==> config.mk <==
export PLATFORM = sky130hd
export DESIGN_NAME = csa_accumulator
export DESIGN_NICKNAME = d
export VERILOG_FILES = /design/src/rtl/csa_accumulator_pkg.sv /design/src/rtl/CSA.sv /design/src/rtl/csa_accumulator_sat_counter.sv /design/src/rtl/csa_accumulator.sv
export SDC_FILE = /design/constraint.sdc
export NUM_CORES = 1
export LEC_CHECK = 0
export CORE_AREA = 5 5 70 88
export DETAILED_ROUTE_END_ITERATION = 10
export DIE_AREA = 0 0 75 93
export DONT_BUFFER_PORTS = 1
export PLACE_DENSITY = 0.81
export SETUP_SLACK_MARGIN = 0.3
export SYNTH_ARGS = -nofsm -noshare
export SYNTH_HDL_FRONTEND = slang
export SYNTH_HIERARCHICAL = 1
export SYNTH_SLANG_ARGS = --single-unit
==> constraint.sdc <==
create_clock -name clk -period 12.02 [get_ports clk]
set_clock_uncertainty 0.2 [all_clocks]
set_input_delay 2.404 -clock clk [delete_from_list [all_inputs] [get_ports clk]]
set_output_delay 2.404 -clock clk [all_outputs]
set_load 0.05 [all_outputs]
==> src/rtl/csa_accumulator_pkg.sv <==
// Shared definitions for the carry-select accumulator.
//   state_e   : controller state, IDLE=0, ACC=1, HOLD=2
//   WIDTH_DEF : operand width (must match the 16-bit CSA adder)
//   CNT_W_DEF : default width of the carry/operand counters
package csa_accumulator_pkg;

  localparam int unsigned WIDTH_DEF = 16;
  localparam int unsigned CNT_W_DEF = 8;

  typedef enum logic [1:0] {
    IDLE = 2'd0,
    ACC  = 2'd1,
    HOLD = 2'd2
  } state_e;

endpackage

==> src/rtl/CSA.sv <==
// 16-bit carry-select adder built from 4-bit blocks. Each upper block precomputes its sum for
// carry-in 0 and 1; the incoming block carry selects between them.
//   a, b : addends
//   sum  : low 16 bits of a + b
//   Cout : carry out of bit 15
module CSA (
  input  logic [15:0] a,
  input  logic [15:0] b,
  output logic        Cout,
  output logic [15:0] sum
);

  logic [4:0] blk_c;

  assign blk_c[0] = 1'b0;

  for (genvar g = 0; g < 4; g++) begin : g_blk
    logic [4:0] s0;
    logic [4:0] s1;
    assign s0 = {1'b0, a[4*g+3:4*g]} + {1'b0, b[4*g+3:4*g]};
    assign s1 = {1'b0, a[4*g+3:4*g]} + {1'b0, b[4*g+3:4*g]} + 5'd1;
    assign sum[4*g+3:4*g] = blk_c[g] ? s1[3:0] : s0[3:0];
    assign blk_c[g+1]     = blk_c[g] ? s1[4]   : s0[4];
  end

  assign Cout = blk_c[4];

endmodule

==> src/rtl/csa_accumulator_sat_counter.sv <==
// Saturating counter with sticky overflow flag.
//   clk, rst_n : clock, asynchronous active-low reset
//   clr        : restart; count loads inc (0 or 1) and ovf clears
//   inc        : increment by one, stopping at all-ones
//   count      : current value
//   ovf        : set when an increment was attempted at all-ones
module sat_counter #(
  parameter int unsigned CNT_W = 8
) (
  input  logic             clk,
  input  logic             rst_n,
  input  logic             clr,
  input  logic             inc,
  output logic [CNT_W-1:0] count,
  output logic             ovf
);

  localparam logic [CNT_W-1:0] MaxVal = '1;

  logic [CNT_W-1:0] count_next;
  logic             ovf_next;

  always_comb begin
    count_next = count;
    ovf_next   = ovf;
    if (clr) begin
      count_next = inc ? CNT_W'(1) : '0;
      ovf_next   = 1'b0;
    end else if (inc) begin
      if (count == MaxVal) begin
        ovf_next = 1'b1;
      end else begin
        count_next = count + CNT_W'(1);
      end
    end
  end

  always_ff @(posedge clk or negedge rst_n) begin
    if (!rst_n) begin
      count <= '0;
      ovf   <= 1'b0;
    end else begin
      count <= count_next;
      ovf   <= ovf_next;
    end
  end

endmodule

==> src/rtl/csa_accumulator.sv <==
// Packet accumulator around the 16-bit CSA adder. Operand beats arrive on a valid/ready input
// terminated by in_last; the packet total, carry-out count and operand count are held on a
// valid/ready output until consumed.
//   clk, rst_n                 : clock, asynchronous active-low reset
//   in_valid/in_ready          : operand handshake; in_data operand, in_last ends packet
//   out_valid/out_ready        : result handshake
//   out_sum                    : low WIDTH bits of packet total
//   out_carry                  : CSA carry-outs over the packet (saturating)
//   out_count                  : operands in the packet (saturating)
//   out_ovf                    : either counter saturated
module csa_accumulator
  import csa_accumulator_pkg::*;
#(
  parameter int unsigned WIDTH = WIDTH_DEF,  // only 16 is supported (fixed CSA width)
  parameter int unsigned CNT_W = CNT_W_DEF
) (
  input  logic             clk,
  input  logic             rst_n,
  input  logic             in_valid,
  input  logic [WIDTH-1:0] in_data,
  input  logic             in_last,
  output logic             in_ready,
  output logic             out_valid,
  input  logic             out_ready,
  output logic [WIDTH-1:0] out_sum,
  output logic [CNT_W-1:0] out_carry,
  output logic [CNT_W-1:0] out_count,
  output logic             out_ovf
);

  state_e           state, state_next;
  logic [WIDTH-1:0] acc, acc_next;
  logic             live;  // low in reset and for the cycle of release, keeps in_ready low
  logic             beat;
  logic [WIDTH-1:0] csa_a, csa_sum;
  logic             csa_cout;
  logic             cnt_clr, carry_inc, count_inc;
  logic             carry_ovf, count_ovf;

  assign in_ready = live && (state != HOLD);
  assign beat     = in_valid && in_ready;
  assign csa_a    = (state == IDLE) ? '0 : acc;

  CSA u_csa (
    .a    (csa_a),
    .b    (in_data),
    .Cout (csa_cout),
    .sum  (csa_sum)
  );

  always_comb begin
    state_next = state;
    acc_next   = acc;
    cnt_clr    = 1'b0;
    carry_inc  = 1'b0;
    count_inc  = 1'b0;
    unique case (state)
      IDLE: begin
        if (beat) begin
          acc_next   = in_data;
          cnt_clr    = 1'b1;
          count_inc  = 1'b1;
          state_next = in_last ? HOLD : ACC;
        end
      end
      ACC: begin
        if (beat) begin
          acc_next  = csa_sum;
          carry_inc = csa_cout;
          count_inc = 1'b1;
          if (in_last) state_next = HOLD;
        end
      end
      HOLD: begin
        if (out_ready) begin
          acc_next   = '0;
          cnt_clr    = 1'b1;
          state_next = IDLE;
        end
      end
      default: state_next = IDLE;
    endcase
  end

  always_ff @(posedge clk or negedge rst_n) begin
    if (!rst_n) begin
      state <= IDLE;
      acc   <= '0;
      live  <= 1'b0;
    end else begin
      state <= state_next;
      acc   <= acc_next;
      live  <= 1'b1;
    end
  end

  sat_counter #(
    .CNT_W (CNT_W)
  ) u_carry_cnt (
    .clk   (clk),
    .rst_n (rst_n),
    .clr   (cnt_clr),
    .inc   (carry_inc),
    .count (out_carry),
    .ovf   (carry_ovf)
  );

  sat_counter #(
    .CNT_W (CNT_W)
  ) u_op_cnt (
    .clk   (clk),
    .rst_n (rst_n),
    .clr   (cnt_clr),
    .inc   (count_inc),
    .count (out_count),
    .ovf   (count_ovf)
  );

  assign out_valid = (state == HOLD);
  assign out_sum   = acc;
  assign out_ovf   = carry_ovf | count_ovf;

endmodule

==> impl_metrics.yaml <==
logic_synthesis:
  synth.cell_area_um2: 3060
  adder_cell_fraction_of_synth_area_pct: 12.4
  synth_fp_nets: 379
  synth_mux_area_share_pct: 9.20
  dominant_combinational_cell_family_by_area_after_synthesis: "simple AND/OR/NAND/NOR gates"
  synthSimpleGateAreaFrac_pct: 20.2
  ys_types: 54
  synthXorXnorAreaFrac_pct: 5.64
  yosys_register_bits: 37
  synth.avg_cell_area_um2: 9.27
  synthesis.yosys.warnings: 6
  ys_dominant_reg_cell: "sky130_fd_sc_hd__dfrtp_1"
  top_cell_type_s_share_of_synthesized_area_pct: 30.3
  synth_compound_gate_area_share_pct: 14.6
  synthArstFlopShare_pct: 100
  netlist_top_cells_area: "sky130_fd_sc_hd__dfrtp_1 (30%), sky130_fd_sc_hd__ha_1 (9.8%), sky130_fd_sc_hd__mux2i_1 (6.5%), sky130_fd_sc_hd__a21oi_1 (4.6%), sky130_fd_sc_hd__nor2b_1 (4.1%)"
  synthesis.instances: 330
  synth-edff-count: 0
  synthDominantAreaCellType: "sky130_fd_sc_hd__dfrtp_1"
  synth_sequential_area_ratio_pct: 30.3
power_and_ir_drop:
  cellPowerDensity_nw_per_um2: 250
  power.share.sequential_pct: 37.0
  clkPwrFrac_pct: 14.6
  power.net_switching_mw: 0.405
  power_switching_share_pct: 51.3
  p_leak_nw: 1.43
  irDropWorstVdd_v: 0.000124
  power_report.internal_total_mw: 0.384
  comb_power_share_pct: 48.4
timing:
  hold_ws_ns: 0.297
  fin_ws_ns: 6.39
  rsz_0062_raised_after_global_routing: "no"
  setup_viol: 0
  max-slew-margin-rel_pct: 43.0
  total_negative_setup_slacks_ns: 0
  timing.final.max_slew_violations: 0
  finalHoldViolCount: 0
  worst-slew-pin-transition_ns: 0.837
  finalWorstPathRequiredPeriod_ns: 5.63
  peak_freq_mhz: 178
  final_min_period_over_clock_period_pct: 46.9
clocking:
  tritoncts.num_buffers: 5
  post_cts_resized: 0
  clk_latency_ns: 0.30
  hold_buffers: 0
  cts.sinks: 37
  post_cts_buffers: 0
  clock-root-buffer: "sky130_fd_sc_hd__clkbuf_8"
  clockBufferDepth: 2
  cts_tree: "built"
  clock_tree.htree_level_count: 2
  path_clk_slew_ns: 0.07
placement:
  detailedPlacementHpwl_mm: 4.67
  portBuffers: 0
  preCtsSetupSlack_ns: 6.10
  finalWeightedCongestion: 0.857
  cell_area_placed_um2: 3030
die:
  fp.coreArea_um2: 5290
  io_pins: 56
  floorplan.die_area_um2: 6980
  die_width_um: 75
  die-height_um: 93
  initial_core_util_pct: 57.8
  site_rows: 30
cells_and_area:
  syn_to_final_growth_pct: 3.03
  fraction_of_final_layout_cells_sized_beyond_drive_strength_1_pct: 8.28
  final_design_area_no_fill_um2: 3150
  number_of_nets_in_the_finished_design: 374
  fin_util_pct: 59.6
  antenna_cells_inserted: 0
  multiInputGateArea_um2: 1900
  sequential_cell_area_um2: 926
  fill_cells: 458
worst_hold_path:
  hold_path_class: "flop to flop"
global_route:
  globalRouteOverflowTotal: 0
  wire_length_of_the_first_global_routing_pass_mm: 10.6
  grt_pass1_vias: 2388
  grt_start_max_net_pins: 38
  grt.total_usage_pct: 19.2
  antenna_found_initial: 0
status:
  run_status: "complete, no violations"
flow_run:
  drv_cap: 0
routing:
  route.detailed.wl_per_inst_um: 16.0
  vias_per_cell: 6.02
  postRouteWirelength_mm: 6.24
  dr_total_vias: 2347
  drt-pass1-iter-count: 4
  remaining_drc_errors: 0
  antenna_left: 0
  drt_iter0_drc: 75
worst_setup_path:
  worst_ep_required_time_ns: 12.02
  endpoint_kind: "flop"
  critical_path.startpoint_type: "input port"
  crit_path_max_fanout: 8
  worst-setup-path-type: "input port to flop"
  timing.critical_path.arrival_ns: 5.64
==> path summary, 6_finish.rpt <==
kind | from | endpoint | slack (ns) | cells past startpoint
hold / removal | u_op_cnt/ovf | u_op_cnt/ovf | 0.30 | 2
hold reg to reg | u_op_cnt/ovf | u_op_cnt/ovf | 0.30 | 2
setup reg to reg | state[1] | u_carry_cnt/count[7] | 7.08 | 15
max in group asynchronous | rst_n | u_carry_cnt/count[1] | 9.94 | 0
setup / recovery | in_data[4] | u_carry_cnt/count[7] | 6.39 | 12
min in group asynchronous | rst_n | out_sum[2] | 1.59 | 0
==> cells in the final DEF, fill, tap and decap left out, types with 10 or more instances in the layout <==
master and count:
sky130_fd_sc_hd__ha_1 24, sky130_fd_sc_hd__a21oi_1 28, sky130_fd_sc_hd__inv_1 33, sky130_fd_sc_hd__mux2i_1 20
sky130_fd_sc_hd__a31oi_1 10, sky130_fd_sc_hd__dfrtp_1 37, sky130_fd_sc_hd__xnor2_1 11, sky130_fd_sc_hd__nand2_1 19
sky130_fd_sc_hd__nor2_1 19, sky130_fd_sc_hd__nor2b_1 20
==> synthesized netlist by cell type, types with 2 or more instances <==
| cell | n |
|---|---|
| sky130_fd_sc_hd__nand3_1 | 2 |
| sky130_fd_sc_hd__dlymetal6s2s_1 | 2 |
| sky130_fd_sc_hd__nand2_1 | 19 |
| sky130_fd_sc_hd__inv_1 | 33 |
| sky130_fd_sc_hd__and2_1 | 2 |
| sky130_fd_sc_hd__nor2_1 | 19 |
| sky130_fd_sc_hd__and4_1 | 2 |
| sky130_fd_sc_hd__o211ai_1 | 3 |
| sky130_fd_sc_hd__fa_1 | 4 |
| sky130_fd_sc_hd__a21oi_1 | 28 |
| sky130_fd_sc_hd__mux2i_1 | 20 |
| sky130_fd_sc_hd__or2_2 | 2 |
| sky130_fd_sc_hd__a21o_1 | 5 |
| sky130_fd_sc_hd__mux2_2 | 3 |
| sky130_fd_sc_hd__o21ai_0 | 3 |
| sky130_fd_sc_hd__nand2b_1 | 7 |
| sky130_fd_sc_hd__nor3_1 | 2 |
| sky130_fd_sc_hd__buf_6 | 4 |
| sky130_fd_sc_hd__a211oi_1 | 6 |
| sky130_fd_sc_hd__buf_2 | 3 |
| sky130_fd_sc_hd__o21bai_1 | 4 |
| sky130_fd_sc_hd__a31oi_1 | 10 |
| sky130_fd_sc_hd__dfrtp_1 | 37 |
| sky130_fd_sc_hd__o31ai_1 | 2 |
| sky130_fd_sc_hd__xor2_1 | 5 |
| sky130_fd_sc_hd__and4_2 | 4 |
| sky130_fd_sc_hd__clkbuf_1 | 2 |
| sky130_fd_sc_hd__and3_1 | 5 |
| sky130_fd_sc_hd__nand4_1 | 9 |
| sky130_fd_sc_hd__and4bb_1 | 2 |
| sky130_fd_sc_hd__or3_1 | 3 |
| sky130_fd_sc_hd__a211o_1 | 2 |
| sky130_fd_sc_hd__ha_1 | 24 |
| sky130_fd_sc_hd__and3_2 | 3 |
| sky130_fd_sc_hd__xnor2_1 | 11 |
| sky130_fd_sc_hd__nor2b_1 | 20 |
==> logic make-up after synthesis <==
| family | after synthesis |
|---|---|
| and+or+nand+nor | 107 |
| xor gates and xnor gates | 18 |
| muxes | 26 |
| AOI/OAI and AO/OA | 68 |
| other | 1 |
| adders and majority gates | 28 |
| DFF | 37 |
| buffers and inverters | 45 |
==> flip-flops by register name (all words and copies together) (netlist names) <==
register / count
u_op_cnt/count: 8
state: 2
live: 1
out_sum: 16
u_op_cnt/ovf: 1
u_carry_cnt/ovf: 1
u_carry_cnt/count: 8
==> power groups by stage <==
stage	Combinational, mW	Sequential (mW)	Clock, mW
after floorplan	0.328	0.286	0
after global placement	0.373	0.295	0
after detailed placement	0.384	0.295	0
after CTS	0.386	0.293	0.118
after global routing	0.435	0.297	0.123
final	0.381	0.292	0.115
==> stage by stage <==
step	instances	total power, mW
floorplan	330	0.614
global placement	382	0.668
detailed placement	382	0.679
CTS	390	0.797
global route	390	0.856
finish	390	0.789
==> layout make-up <==
class / instances / area share (%)
Clock buffer: 6 / 2.62
Multi-Input combinational cell: 248 / 60.4
Sequential cell: 37 / 29.4
Clock inverter: 2 / 1.19
Inverter: 33 / 3.93
Tap cell: 64 / 2.54
==> per-layer routing <==
metal	vias to the layer above	track usage, %	wire, um
li1	1153	-	-
met1	1133	21.4	2460
met2	54	33.5	3200
met3	7	6.34	495
met4	0	6.53	82
met5	-	0	0
==> worst max-delay path, cell delays in order <==
cell,delay [ns]
sky130_fd_sc_hd__ha_1,0.20
sky130_fd_sc_hd__fa_1,0.53
sky130_fd_sc_hd__ha_1,0.18
sky130_fd_sc_hd__nand2_1,0.08
sky130_fd_sc_hd__a2111oi_4,0.43
sky130_fd_sc_hd__mux2i_2,0.47
sky130_fd_sc_hd__mux2i_1,0.26
sky130_fd_sc_hd__xnor2_1,0.13
sky130_fd_sc_hd__and3_2,0.27
sky130_fd_sc_hd__nand4_1,0.17
sky130_fd_sc_hd__or3_1,0.37
sky130_fd_sc_hd__a21oi_1,0.14
Note: power is estimated with default switching activity, not from simulation.
